**config.mk**
```make
export PLATFORM = sky130hd
export DESIGN_NAME = rx_slot_sched
export DESIGN_NICKNAME = d
export VERILOG_FILES = /design/src/rtl/rx_slot_pkg.sv /design/src/rtl/slot_idx_fifo.sv /design/src/rtl/rx_slot_sched.sv
export SDC_FILE = /design/constraint.sdc
export NUM_CORES = 1
export LEC_CHECK = 0
export ABC_CLOCK_PERIOD_IN_PS = 2800
export BUFFER_PORTS_ARGS = -buffer_cell sky130_fd_sc_hd__buf_2
export CAP_MARGIN = 0
export CORE_MARGIN = 2
export CORE_UTILIZATION = 30
export CTS_CLUSTER_SIZE = 40
export DETAILED_ROUTE_END_ITERATION = 12
export PLACE_DENSITY_LB_ADDON = 0.25
export RECOVER_POWER = 50
export SETUP_SLACK_MARGIN = 0.02
export SLEW_MARGIN = 30
export SYNTH_ARGS = -nofsm -noshare
export SYNTH_HDL_FRONTEND = slang
export SYNTH_HIERARCHICAL = 1
export SYNTH_SLANG_ARGS = --single-unit
```
**constraint.sdc**
```tcl
create_clock -name clk_125 -period 2.8 [get_ports clk_125]
set_input_delay 0.14 -clock clk_125 [delete_from_list [all_inputs] [get_ports clk_125]]
set_output_delay 0.14 -clock clk_125 [all_outputs]
set_load 0.005 [all_outputs]
```
**src/rtl/rx_slot_pkg.sv**
```systemverilog
// ---------------------------------------------------------------
// rx_slot_pkg : shared slot-state and error-cause types for RX scheduling
// rev 1.0
// ---------------------------------------------------------------
`default_nettype none

package rx_slot_pkg;

   typedef enum logic [1:0] {
      SLOT_FREE    = 2'd0,
      SLOT_FILLING = 2'd1,
      SLOT_READY   = 2'd2,
      SLOT_HOST    = 2'd3
   } slot_state_t;

   typedef enum logic [1:0] {
      ERR_NONE        = 2'd0,
      ERR_STRAY_FILL  = 2'd1,
      ERR_STRAY_POP   = 2'd2,
      ERR_BAD_RELEASE = 2'd3
   } err_cause_t;

endpackage

`default_nettype wire

```
**src/rtl/slot_idx_fifo.sv**
```systemverilog
// ---------------------------------------------------------------
// slot_idx_fifo : sync FIFO of {slot,len} with look-ahead head/count
// rev 1.0
// ---------------------------------------------------------------
`default_nettype none

module slot_idx_fifo #(
   parameter int DEPTH  = 4,
   parameter int PTR_W  = 2,
   parameter int DATA_W = 14
) (
   input  logic              clk,
   input  logic              rst_n,
   input  logic              push,
   input  logic [DATA_W-1:0] push_data,
   input  logic              pop,
   output logic [PTR_W:0]    count,
   output logic [PTR_W:0]    count_nxt,
   output logic [DATA_W-1:0] head_nxt
);

   logic [DATA_W-1:0] mem [DEPTH];
   logic [PTR_W-1:0]  rd_ptr;
   logic [PTR_W-1:0]  wr_ptr;
   logic [PTR_W-1:0]  rd_ptr_nxt;
   logic [PTR_W:0]    after_pop;
   logic              do_pop;

   always_comb begin
      do_pop     = pop && (count != '0);
      rd_ptr_nxt = rd_ptr + PTR_W'(do_pop);
      after_pop  = count - (PTR_W+1)'(do_pop);
      count_nxt  = after_pop + (PTR_W+1)'(push);
      // a push into an otherwise-empty queue becomes the head directly
      head_nxt   = (after_pop == '0) ? push_data : mem[rd_ptr_nxt];
   end

   always_ff @(posedge clk) begin
      if (!rst_n) begin
         rd_ptr <= '0;
         wr_ptr <= '0;
         count  <= '0;
         for (int i = 0; i < DEPTH; i++) mem[i] <= '0;
      end else begin
         if (push) begin
            mem[wr_ptr] <= push_data;
            wr_ptr      <= wr_ptr + PTR_W'(1);
         end
         rd_ptr <= rd_ptr_nxt;
         count  <= count_nxt;
      end
   end

endmodule

`default_nettype wire

```
**src/rtl/rx_slot_sched.sv**
```systemverilog
// ---------------------------------------------------------------
// rx_slot_sched : RX buffer slot scheduler between GMII writer and host
// rev 1.0
// ---------------------------------------------------------------
`default_nettype none

module rx_slot_sched
   import rx_slot_pkg::*;
#(
   parameter int NUM_SLOTS   = 4,
   parameter int SLOT_W      = 2,
   parameter int LEN_W       = 12,
   parameter int IRQ_THRESH  = 4,
   parameter int IRQ_TIMEOUT = 1024
) (
   input  logic                 clk_125,
   input  logic                 sys_rst_n,
   input  logic                 fill_req,
   output logic                 fill_gnt,
   output logic [SLOT_W-1:0]    fill_slot,
   input  logic                 fill_done,
   input  logic [LEN_W-1:0]     fill_len,
   input  logic                 fill_abort,
   output logic                 host_valid,
   output logic [SLOT_W-1:0]    host_slot,
   output logic [LEN_W-1:0]     host_len,
   input  logic                 host_pop,
   input  logic                 host_release,
   input  logic [SLOT_W-1:0]    host_rel_slot,
   input  logic                 irq_en,
   output logic                 irq,
   output logic [NUM_SLOTS-1:0] empty_mask,
   output logic                 err_sticky
);

   localparam int CNT_W = $clog2(IRQ_THRESH + 1);
   localparam int TMR_W = $clog2(IRQ_TIMEOUT + 1);

   slot_state_t slot_q [NUM_SLOTS];
   slot_state_t slot_d [NUM_SLOTS];
   logic              filling_q;
   logic [SLOT_W-1:0] rr_q;
   logic [SLOT_W-1:0] cand;
   logic [SLOT_W-1:0] gnt_idx;
   logic              gnt_found;
   logic              do_grant, done_ok, abort_ok, pop_ok, rel_ok;
   err_cause_t        err_cause;
   logic [SLOT_W:0]   fifo_count, fifo_count_nxt;
   logic [SLOT_W+LEN_W-1:0] fifo_head_nxt;
   logic [CNT_W-1:0]  cnt_q, cnt_plus;
   logic [TMR_W-1:0]  tmr_q;
   logic              tmo, fire;

   // first FREE slot at or after rr_q; lowest offset wins
   always_comb begin
      gnt_found = 1'b0;
      gnt_idx   = '0;
      cand      = '0;
      for (int k = NUM_SLOTS - 1; k >= 0; k--) begin
         cand = rr_q + SLOT_W'(k);
         if (slot_q[cand] == SLOT_FREE) begin
            gnt_found = 1'b1;
            gnt_idx   = cand;
         end
      end
   end

   always_comb begin
      do_grant = fill_req && !filling_q && gnt_found;
      done_ok  = fill_done && filling_q;
      abort_ok = fill_abort && filling_q && !fill_done;
      pop_ok   = host_pop && (fifo_count != '0);
      rel_ok   = host_release && (slot_q[host_rel_slot] == SLOT_HOST);

      err_cause = ERR_NONE;
      if ((fill_done || fill_abort) && !filling_q) err_cause = ERR_STRAY_FILL;
      else if (host_pop && (fifo_count == '0))     err_cause = ERR_STRAY_POP;
      else if (host_release && !rel_ok)            err_cause = ERR_BAD_RELEASE;

      for (int i = 0; i < NUM_SLOTS; i++) slot_d[i] = slot_q[i];
      if (do_grant) slot_d[gnt_idx]       = SLOT_FILLING;
      if (done_ok)  slot_d[fill_slot]     = SLOT_READY;
      if (abort_ok) slot_d[fill_slot]     = SLOT_FREE;
      if (pop_ok)   slot_d[host_slot]     = SLOT_HOST;
      if (rel_ok)   slot_d[host_rel_slot] = SLOT_FREE;
   end

   // with irq_en low the counter saturates and the timer parks at its
   // terminal value, so enabling later fires on the very next cycle
   always_comb begin
      cnt_plus = (done_ok && (cnt_q != CNT_W'(IRQ_THRESH))) ? cnt_q + CNT_W'(1) : cnt_q;
      tmo      = (cnt_q != '0) && (tmr_q == TMR_W'(IRQ_TIMEOUT - 1));
      fire     = irq_en && ((cnt_plus == CNT_W'(IRQ_THRESH)) || tmo);
   end

   slot_idx_fifo #(
      .DEPTH  (NUM_SLOTS),
      .PTR_W  (SLOT_W),
      .DATA_W (SLOT_W + LEN_W)
   ) u_fifo (
      .clk       (clk_125),
      .rst_n     (sys_rst_n),
      .push      (done_ok),
      .push_data ({fill_slot, fill_len}),
      .pop       (pop_ok),
      .count     (fifo_count),
      .count_nxt (fifo_count_nxt),
      .head_nxt  (fifo_head_nxt)
   );

   always_ff @(posedge clk_125) begin
      if (!sys_rst_n) begin
         for (int i = 0; i < NUM_SLOTS; i++) slot_q[i] <= SLOT_FREE;
         filling_q  <= 1'b0;
         rr_q       <= '0;
         fill_gnt   <= 1'b0;
         fill_slot  <= '0;
         host_valid <= 1'b0;
         host_slot  <= '0;
         host_len   <= '0;
         err_sticky <= 1'b0;
         irq        <= 1'b0;
         cnt_q      <= '0;
         tmr_q      <= '0;
      end else begin
         slot_q   <= slot_d;
         fill_gnt <= do_grant;
         if (do_grant) begin
            fill_slot <= gnt_idx;
            rr_q      <= gnt_idx + SLOT_W'(1);
            filling_q <= 1'b1;
         end else if (done_ok || abort_ok) begin
            filling_q <= 1'b0;
         end
         host_valid <= (fifo_count_nxt != '0);
         if (fifo_count_nxt != '0) {host_slot, host_len} <= fifo_head_nxt;
         if (err_cause != ERR_NONE) err_sticky <= 1'b1;
         if (fire) begin
            irq   <= 1'b1;
            cnt_q <= '0;
            tmr_q <= '0;
         end else begin
            irq   <= 1'b0;
            cnt_q <= cnt_plus;
            if ((cnt_q != '0) && !tmo) tmr_q <= tmr_q + TMR_W'(1);
         end
      end
   end

   for (genvar i = 0; i < NUM_SLOTS; i++) begin : g_mask
      assign empty_mask[i] = (slot_q[i] == SLOT_FREE);
   end

endmodule

`default_nettype wire
```
==> impl_metrics.csv, run 1 <==
group,metric,value,unit
status,status,"finished clean",
power_and_ir_drop,p_seq_frac,0.507,
hold_path,hold_end,"irq",
power_and_ir_drop,p_leak,2.25,nW
yosys,synth_fp_nets,500,
die,ios,46,
yosys,syn_area,5350,sq um
clock_tree,hold_buffers,0,
yosys,synth-simple-area-share,0.193,
yosys,syn_inst,466,
power_and_ir_drop,power_density,610,nW/um^2
yosys,synth_top_cell_by_area,"edfxtp_1",
detailed_routing,ant_nets,0,
clock_tree,numCtsBuffers,9,
die,die_w,138,um
timing,relSlewSlack,0.240,
power_and_ir_drop,clockPowerShare,0.316,
yosys,syn_area_per_cell,11.5,sq um
die,die-area,18900,sq um
setup_path,crit_path_end_kind,"register",
grt,grt_max_degree,31,
cells_and_area,area_delta_synth_final,14.0,%
timing,rsz0062_at_grt,"false",
clock_tree,insertion_delay,0.35,ns
yosys,synth_xor_area_frac,0.0115,
detailed_routing,drc,0,
clock_tree,htreeDepth,3,
yosys,synth_top_family_by_area,"simple AND/OR/NAND/NOR gates",
yosys,ys.flop_type,"edfxtp_1",
clock_tree,cts_tree,"done",
setup_path,r2r_start,"u_fifo/count[1]",
timing,slew_viol_final,0,
hold_path,hp-class,"input port to register",
timing,min_period,2.54,ns
yosys,synthTopCellsByCount,"edfxtp_1, dfxtp_1, and2_1, nand2_1, a21boi_0",
power_and_ir_drop,pwr-share-comb,0.177,
grt,first_global_vias,3849,
yosys,synth-compound-area-share,0.116,
die,start_util,0.308,
timing,final.setup.tns,0,ns
setup_path,r2r_cells,10,
grt,grt_usage,0.142,
yosys,yosys.area.top_type_share,0.314,
power_and_ir_drop,p_int,2.67,mW
hold_path,holdCritStartpoint,"irq_en",
detailed_routing,drt_pass1_iterations,4,
detailed_routing,wirelength,12.7,mm
yosys,netlist_top_cells_area,"edfxtp_1, dfxtp_1, and2_1, mux4_2, nand2_1",
die,std_cell_rows,48,
setup_path,start_kind,"register",
timing,min_period_over_period,0.908,
yosys,synth.most_common_cell,"edfxtp_1",
clock_tree,cts.sinks,108,
yosys,synthAdderAreaFrac,0.0281,
cells_and_area,fillers,1711,
placement,dp_hpwl,8.67,mm
cells_and_area,layout-drive-gt1-share,0.177,
die,core-area,17400,sq um
placement,port_buffers,45,
yosys,async_flop_share,0,
clock_tree,cts-root-buf,"clkbuf_16",
setup_path,reg2reg_slack,0.26,ns
yosys,ys.warnings.count,6,
detailed_routing,dr.first_iter.drc_count,245,
grt,overflow,0,
timing,skew,0.00924,ns
placement,dp_cells,730,
clock_tree,post-cts-setup-buffers,0,
setup_path,r2r_end,"host_len[2]",
grt,grt_antenna_before_repair,0,
yosys,synthMuxAreaShare,0.104,
timing,worst_slew_pin_slew,1.14,ns
grt,grt_pass1_wl,20.2,mm
detailed_routing,avgViaCountPerCell,4.97,
yosys,synth.distinct_cells,64,
power_and_ir_drop,switching_power,1.06,mW
yosys,ys_seq_area_frac,0.509,
power_and_ir_drop,switching_share,0.284,
cells_and_area,finalNonFillerCells,746,
clock_tree,clk_pin_slew,0.07,ns
setup_path,required,3.04,ns
clock_tree,cts_buffer_depth,2,
hold_path,hold_depth,3,
detailed_routing,vias,3710,
setup_path,cp_max_fo,15,
timing,timing.fmax,0.393,GHz
yosys,synth_edf_count,56,
cells_and_area,nets,550,
setup_path,worstSetupPathType,"register to register",
setup_path,cp.arrival,2.78,ns
yosys,ys_ff_latch,108,
power_and_ir_drop,p_total,3.72,mW
die,dieHeight,138,um
job,cap_violations,0,
placement,gp_congestion,0.805,
timing,hold_viol,0,
timing,finalSetupViolCount,0,
cells_and_area,diodes,0,
detailed_routing,post_drt_wl_per_cell,17.0,um
power_and_ir_drop,ir_drop,0.327,mV
==> layout by cell type, fill, tap and decap left out, types with 4 or more instances in the layout <==
cell,netlist,layout
a211oi_1,6,6
a21boi_0,18,18
a21o_1,4,4
a21oi_1,7,8
a311oi_1,6,6
a31oi_1,6,6
and2_0,0,22
and2_1,51,29
and3_1,16,16
buf_2,6,26
buf_4,2,11
clkbuf_1,13,27
clkbuf_16,0,9
dfxtp_1,52,52
edfxtp_1,56,56
ha_1,12,12
inv_1,17,17
mux2_2,13,13
mux2i_1,4,4
mux4_1,5,5
mux4_2,10,10
nand2_1,47,47
nand2b_1,8,8
nand3_1,6,6
nand3b_1,4,4
nor2_1,10,10
nor2b_1,6,6
nor3_1,9,8
o21ai_0,10,10
o41ai_1,4,4
or3_1,7,6
xnor2_1,4,4
==> sequential cells by signal (all words and copies together) (netlist names), 2 cells and up <==
signal,count
fill_slot,2
u_fifo/wr_ptr,2
host_len,12
tmr_q,11
cnt_q,3
u_fifo/rd_ptr,2
u_fifo/count,3
u_fifo/mem,56
rr_q,2
slot_q,8
host_slot,2
==> cell families after synthesis <==
group,after synthesis
mux,33
simple gates,183
compound gates,81
flops,108
fa+ha+maj,12
xor+xnor,7
buf+inv,42
==> worst max-delay path by stage <==
stage / startpoint / end
after detailed placement: u_fifo/count[1] / host_len[3]
after global placement: u_fifo/count[1] / host_valid
after CTS: u_fifo/count[1] / host_len[10]
final: u_fifo/count[1] / host_len[2]
after global routing: u_fifo/count[0] / host_len[3]
after floorplan: u_fifo/count[1] / host_valid
==> per-stage QoR <==
stage	utilization	hold WS (ns)	area [sq um]	setup WS (ns)
6_report	0.352	0.0307	6100	0.257
5_1_grt	0.352	0.0444	6100	0.0287
4_1_cts	0.354	0.0239	6150	0.0302
3_5_place_dp	0.339	0.408	5890	0.0600
3_3_place_gp	0.339	0.393	5890	0.160
2_1_floorplan	-	0.256	5350	0.0610
==> layout make-up <==
type	count	area (sq um)	area share
inverters	17	63.8	0.0105
repair buffers	64	348	0.0570
clock inverters	4	25.0	0.00410
clock buffers	12	236	0.0388
well taps	225	282	0.0461
flip-flops and latches	108	2720	0.446
multi-input cells	316	2420	0.397
==> per-layer routing <==
layer | wire length (um) | global-route usage | vias up
met5 | 0 | 0 | -
met2 | 6320 | 0.246 | 56
met3 | 456 | 0.0265 | 14
met4 | 242 | 0.0584 | 0
li1 | - | - | 1812
met1 | 5680 | 0.175 | 1828
==> timing repair <==
action | in CTS | in global routing
endpoints found under the setup margin | 0 | 15
hold endpoints to repair | 0 | 0
gates resized for setup | 0 | 1
==> power groups by stage <==
stage	Combinational, mW	Clock [mW]	Sequential (mW)
2_1_floorplan	0.456	0	1.88
3_3_place_gp	0.660	0	1.92
3_5_place_dp	0.674	0	1.93
4_1_cts	0.678	1.21	1.89
5_1_grt	0.733	1.27	1.91
6_report	0.659	1.18	1.89
==> critical path, stage by stage, from the launching register on <==
cell and delay [ns]:
dfxtp_1 0.34, o31ai_1 0.30, inv_1 0.11, o31a_1 0.14, ha_1 0.19, ha_1 0.29, inv_1 0.05, ha_1 0.33
or3_4 0.49, nand2_1 0.11, a21boi_0 0.08
Power figures use the tool's default switching activity.
==> run 2, diff against run 1 <==
--- a/config.mk
+++ b/config.mk
@@ -5,6 +5,7 @@
 export SDC_FILE = /design/constraint.sdc
 export NUM_CORES = 1
 export LEC_CHECK = 0
+export ABC_AREA = 1
 export ABC_CLOCK_PERIOD_IN_PS = 2800
 export BUFFER_PORTS_ARGS = -buffer_cell sky130_fd_sc_hd__buf_2
 export CAP_MARGIN = 0
==> impl_metrics.csv, run 2 <==
group,metric,value,unit
cells_and_area,largest_register_ff_count,56,
cells_and_area,top_regs,"u_fifo/mem (56), host_len (12), tmr_q (11)",
timing,min_period,2.42,ns
clock_tree,hold_buffers,0,
clock_tree,cts_resized,0,
yosys,ys_ff_latch,108,
die,die_w,139,um
yosys,syn_area,5490,sq um
die,ios,46,
detailed_routing,dr.first_iter.drc_count,279,
yosys,synth-compound-area-share,0.0704,
grt,grt_antenna_before_repair,0,
clock_tree,htreeDepth,3,
yosys,synth.distinct_cells,35,
clock_tree,numCtsBuffers,9,
setup_path,crit_path_max_incr_delay,0.35,ns
clock_tree,cts_buffer_depth,2,
timing,worst_slew_pin_slew,1.14,ns
yosys,synth-simple-area-share,0.316,
timing,min_period_over_period,0.864,
setup_path,cp.arrival,2.66,ns
timing,final.setup.tns,0,ns
timing,finalSetupViolCount,0,
cells_and_area,fillers,1917,
cells_and_area,final_common_cell,"nand2_1",
detailed_routing,wirelength,13.4,mm
setup_path,required,3.05,ns
setup_path,cp_cell_sequence,"inv_1 -> a31oi_1 -> inv_1 -> a31oi_1 -> ha_1 -> ha_1 -> inv_1 -> ha_1 -> inv_1 -> nand2_1 -> nand2_1 -> nor3_2 -> inv_1 -> nor2_1 -> nor2_1",
die,die-area,19400,sq um
cells_and_area,area_delta_synth_final,13.7,%
setup_path,worst_path_max_delay_cell,"dfxtp_1",
clock_tree,post-cts-setup-buffers,0,
placement,dp_hpwl,9.12,mm
placement,gp_congestion,0.776,
timing,rsz0062_at_grt,"false",
yosys,synth_fp_nets,751,
setup_path,worst_path_most_repeated_cell,"inv_1",
yosys,synthAdderAreaFrac,0.0273,
yosys,netlist_top_cells_area,"edfxtp_1, dfxtp_1, nand2_1, nor2_1, inv_1",
clock_tree,insertion_delay,0.35,ns
detailed_routing,post_drt_wl_per_cell,13.4,um
power_and_ir_drop,power_density,620,nW/um^2
grt,grt_max_degree,33,
power_and_ir_drop,ir_drop,0.242,mV
setup_path,worstSetupPathType,"register to register",
timing,skew,0.00642,ns
job,cap_violations,0,
yosys,ys.warnings.count,6,
grt,first_global_vias,4372,
yosys,synth_top_cell_by_area,"edfxtp_1",
power_and_ir_drop,p_leak,2.78,nW
detailed_routing,drc,0,
cells_and_area,diodes,0,
yosys,syn_area_per_cell,7.66,sq um
detailed_routing,vias,4518,
detailed_routing,ant_nets,0,
yosys,synth_xor_area_frac,0.00957,
die,start_util,0.306,
die,core-area,18000,sq um
detailed_routing,drt_pass1_iterations,5,
clock_tree,cts_tree,"done",
grt,grt_usage,0.141,
timing,timing.fmax,0.413,GHz
setup_path,cp_max_fo,12,
cells_and_area,final_cell_mix,"nand2_1, nor2_1, inv_1",
timing,relSlewSlack,0.243,
status,status,"finished clean",
setup_path,reg2reg_slack,0.38,ns
yosys,synth_top_family_by_area,"simple AND/OR/NAND/NOR gates",
cells_and_area,layout-drive-gt1-share,0.111,
setup_path,cpLargestDelayFamily,"adder cells",
yosys,async_flop_share,0,
timing,hold_viol,0,
cells_and_area,nets,798,
setup_path,start_kind,"register",
die,std_cell_rows,49,
timing,slew_viol_final,0,
yosys,ys.flop_type,"edfxtp_1",
cells_and_area,largest_register,"u_fifo/mem",
yosys,syn_inst,717,
yosys,synthMuxAreaShare,0,
placement,port_buffers,45,
detailed_routing,avgViaCountPerCell,4.53,
grt,overflow,0,
hold_path,hp-class,"input port to register",
power_and_ir_drop,p_total,3.87,mW
clock_tree,cts-root-buf,"clkbuf_16",
setup_path,timing.critical_path.buf_inv,5,
clock_tree,clk_pin_slew,0.07,ns
die,dieHeight,139,um
grt,grt_pass1_wl,21.9,mm
yosys,ys_seq_area_frac,0.496,
clock_tree,cts.sinks,108,
yosys,synth_edf_count,56,
yosys,synthTopCellsByCount,"nand2_1, nor2_1, inv_1, edfxtp_1, dfxtp_1",
setup_path,crit_path_end_kind,"register",
yosys,yosys.area.top_type_share,0.306,
yosys,synth.most_common_cell,"nand2_1",
run 2: cell count changes after synthesis, sizes merged, moves of 9 or more:
cell,previous run,this run
clkbuf,14,4
inv,17,76
mux4,15,0
nand3,7,25
nor3,9,20
and2,52,0
nand2,47,264
a21boi,18,0
nor2,10,103
mux2,14,0
o21ai,10,37
and3,17,0
a21oi,8,26
nand2b,9,0
run 2: layer usage:
metal	GRT usage	vias up	part of all wire
met2	0.226	83	0.45
met5	0	-	0
li1	-	2370	-
met1	0.194	2053	0.49
met4	0.0574	0	0.016
met3	0.0175	12	0.045
run 2: cell type report:
type	instances	area (sq um)	area share
Sequential cell	108	2720	0.436
Multi-Input combinational cell	510	2310	0.371
Tap cell	229	287	0.0459
Timing Repair Buffer	58	309	0.0495
Inverter	77	290	0.0465
Clock inverter	4	75.1	0.0120
Clock buffer	12	246	0.0395
run 2: through the flow:
step	area, sq um	hold slack [ns]	instances	util	setup slack [ns]
final	6240	0.0645	998	0.348	0.382
after global placement	5960	0.403	982	0.332	0.441
after CTS	6280	0.0559	998	0.350	0.371
after global routing	6240	0.0813	998	0.348	0.0583
after floorplan	5490	0.291	717	-	0.314
after detailed placement	5960	0.418	982	0.332	0.376
run 2: power breakdown:
group | switching, mW | total, mW | internal (mW) | leakage [nW]
logic | 0.425 | 0.650 | 0.225 | 1.63
registers | 0.0781 | 1.85 | 1.77 | 1.00
clock network | 0.568 | 1.38 | 0.810 | 0.149
total | 1.07 | 3.87 | 2.80 | 2.78
run 2: path summary, 6_finish.rpt:
kind / from / endpoint / cells past startpoint
max: u_fifo/count[2] / host_len[5] / 15
min: irq_en / irq / 3
max reg2reg: u_fifo/count[2] / host_len[5] / 15
min reg2reg: tmr_q[10] / tmr_q[10] / 2
run 2: kinds of logic after synthesis:
logic type	Yosys count
and+or+nand+nor	421
DFF	108
buffers and inverters	99
AOI/OAI and AO/OA	71
adders and majority gates	12
xor gates and xnor gates	6
run 2: worst reg2reg max path: stages, from the launching register on:
cell and delay, ns:
dfxtp_1 0.35, inv_1 0.06, a31oi_1 0.21, inv_1 0.06, a31oi_1 0.20, ha_1 0.19
ha_1 0.23, inv_1 0.06, ha_1 0.16, inv_1 0.04, nand2_1 0.07, nand2_1 0.06
nor3_2 0.17, inv_1 0.24, nor2_1 0.15, nor2_1 0.06
==> run 3, diff against run 2 <==
==> constraint.sdc (replaced) <==
create_clock -name clk_125 -period 2.8 [get_ports clk_125]
set_input_delay 0.84 -clock clk_125 [delete_from_list [all_inputs] [get_ports clk_125]]
set_output_delay 0.84 -clock clk_125 [all_outputs]
set_load 0.005 [all_outputs]
==> impl_metrics.csv, run 3 (synthesized netlist as in run 2, its figures left out) <==
group,metric,value,unit
cells_and_area,layout-drive-gt1-share,0.135,
cells_and_area,final_area,6410,sq um
die,core-area,18000,sq um
cells_and_area,final_common_cell,"nand2_1",
die,std_cell_rows,49,
cells_and_area,fillers,1881,
placement,pre_cts_ws,-0.119,ns
setup_path,startpoint,"host_pop",
setup_path,r2r_cells,16,
setup_path,worstSetupPathType,"input port to register",
clock_tree,cts_resized,0,
placement,postPlaceCellArea,6190,sq um
timing,fin_ws,0.261,ns
grt,grt_usage,0.138,
timing,rsz0062_at_grt,"false",
die,start_util,0.306,
setup_path,required,3.05,ns
setup_path,endpoint,"host_len[2]",
cells_and_area,nets,814,
grt,grt_antenna_before_repair,0,
setup_path,cp.arrival,2.79,ns
setup_path,r2r_end,"host_len[2]",
clock_tree,insertion_delay,0.35,ns
timing,min_period_over_period,0.907,
placement,gp_congestion,0.771,
clock_tree,numCtsBuffers,9,
timing,skew,0.00761,ns
clock_tree,cts_tree,"done",
detailed_routing,avgViaCountPerCell,4.48,
cells_and_area,largest_register,"u_fifo/mem",
clock_tree,cts_buffer_depth,2,
timing,timing.fmax,0.394,GHz
setup_path,crit_path_end_kind,"register",
setup_path,r2r_start,"u_fifo/count[2]",
clock_tree,cts.sinks,108,
power_and_ir_drop,ir_drop,0.240,mV
die,dieHeight,139,um
cells_and_area,top_regs,"u_fifo/mem (56), host_len (12), tmr_q (11)",
power_and_ir_drop,power_density,589,nW/um^2
die,die-area,19400,sq um
grt,grt_max_degree,30,
power_and_ir_drop,switching_share,0.289,
placement,dp_hpwl,9.35,mm
clock_tree,post-cts-setup-buffers,0,
cells_and_area,largest_register_ff_count,56,
cells_and_area,finalCoreUtilization,0.357,
power_and_ir_drop,clockPowerShare,0.329,
timing,min_period,2.54,ns
timing,whs,0.462,ns
detailed_routing,wirelength,13.0,mm
detailed_routing,drc,0,
placement,port_buffers,45,
cells_and_area,diodes,0,
timing,relSlewSlack,0.494,
clock_tree,htreeDepth,3,
power_and_ir_drop,switching_power,1.09,mW
setup_path,cp_max_fo,12,
die,die_w,139,um
timing,worst_slew_pin_slew,0.758,ns
die,ios,46,
power_and_ir_drop,p_seq_frac,0.488,
grt,overflow,0,
power_and_ir_drop,p_int,2.68,mW
detailed_routing,drt_pass1_iterations,5,
hold_path,hp-class,"register to register",
status,status,"finished clean",
clock_tree,clk_pin_slew,0.07,ns
cells_and_area,final_cell_mix,"nand2_1, nor2_1, inv_1",
detailed_routing,vias,4538,
timing,finalSetupViolCount,0,
detailed_routing,ant_nets,0,
timing,slew_viol_final,0,
clock_tree,hold_buffers,0,
power_and_ir_drop,p_leak,2.84,nW
cells_and_area,area_delta_synth_final,16.7,%
grt,first_global_vias,4295,
job,cap_violations,0,
detailed_routing,post_drt_wl_per_cell,12.8,um
timing,hold_viol,0,
clock_tree,cts-root-buf,"clkbuf_16",
power_and_ir_drop,pwr-share-comb,0.183,
grt,grt_pass1_wl,21.3,mm
setup_path,reg2reg_slack,0.40,ns
detailed_routing,dr.first_iter.drc_count,251,
setup_path,start_kind,"input port",
run 3: changes by cell type in the layout (fill, tap and decap cells not counted), sizes merged:
cell      before  now
clkbuf        30   31
buf           40   54
clkinvlp       3    2
bufinv         2    0
clkinv         0    3
inv           76   77
run 3: worst min-delay path by stage:
| stage | from | to | slack [ns] | cells after the start |
|---|---|---|---|---|
| after floorplan | tmr_q[10] | tmr_q[10] | 0.43 | 2 |
| after global placement | tmr_q[10] | tmr_q[10] | 0.45 | 2 |
| after detailed placement | tmr_q[10] | tmr_q[10] | 0.45 | 2 |
| after CTS | tmr_q[10] | tmr_q[10] | 0.46 | 2 |
| after global routing | tmr_q[10] | tmr_q[10] | 0.47 | 2 |
| final | tmr_q[10] | tmr_q[10] | 0.46 | 2 |
run 3: power by group through the flow:
stage	Combinational [mW]	Clock (mW)	Sequential, mW
4_1_cts	0.713	1.29	1.84
6_report	0.690	1.24	1.84
3_5_place_dp	0.710	0	1.88
2_1_floorplan	0.471	0	1.87
5_1_grt	0.793	1.34	1.86
3_3_place_gp	0.706	0	1.88
run 3: per-layer routing:
metal / share of wire / track usage / vias to the layer above
li1: - / - / 2402
met1: 0.49 / 0.183 / 2057
met2: 0.47 / 0.223 / 71
met3: 0.027 / 0.0203 / 8
met4: 0.014 / 0.0638 / 0
met5: 0 / 0 / -
run 3: cell type report:
type                    instances  area (sq um)  share of cell area
flip-flops and latches        108          2720               0.425
multi-input cells             510          2360               0.368
repair buffers                 74           460              0.0718
inverters                      77           293              0.0457
well taps                     229           287              0.0447
clock buffers                  11           254              0.0396
clock inverters                 5          33.8             0.00527
run 3: critical path, stage by stage:
cell	delay, ns
buf_2	0.11
inv_4	0.04
a31oi_4	0.13
inv_1	0.05
a31oi_1	0.20
ha_2	0.32
inv_2	0.06
ha_4	0.13
ha_4	0.13
inv_2	0.03
nand2_2	0.07
nand2_2	0.06
nor3_4	0.21
buf_12	0.15
inv_2	0.09
nor2_1	0.13
nor2_1	0.04
run 3: stage by stage:
stage	total power [mW]	setup TNS, ns	cells
after CTS	3.84	0	1014
after floorplan	2.34	0	717
after global placement	2.59	-0.790	998
after detailed placement	2.59	-1.23	998
final	3.77	0	1014
after global routing	3.99	0	1014
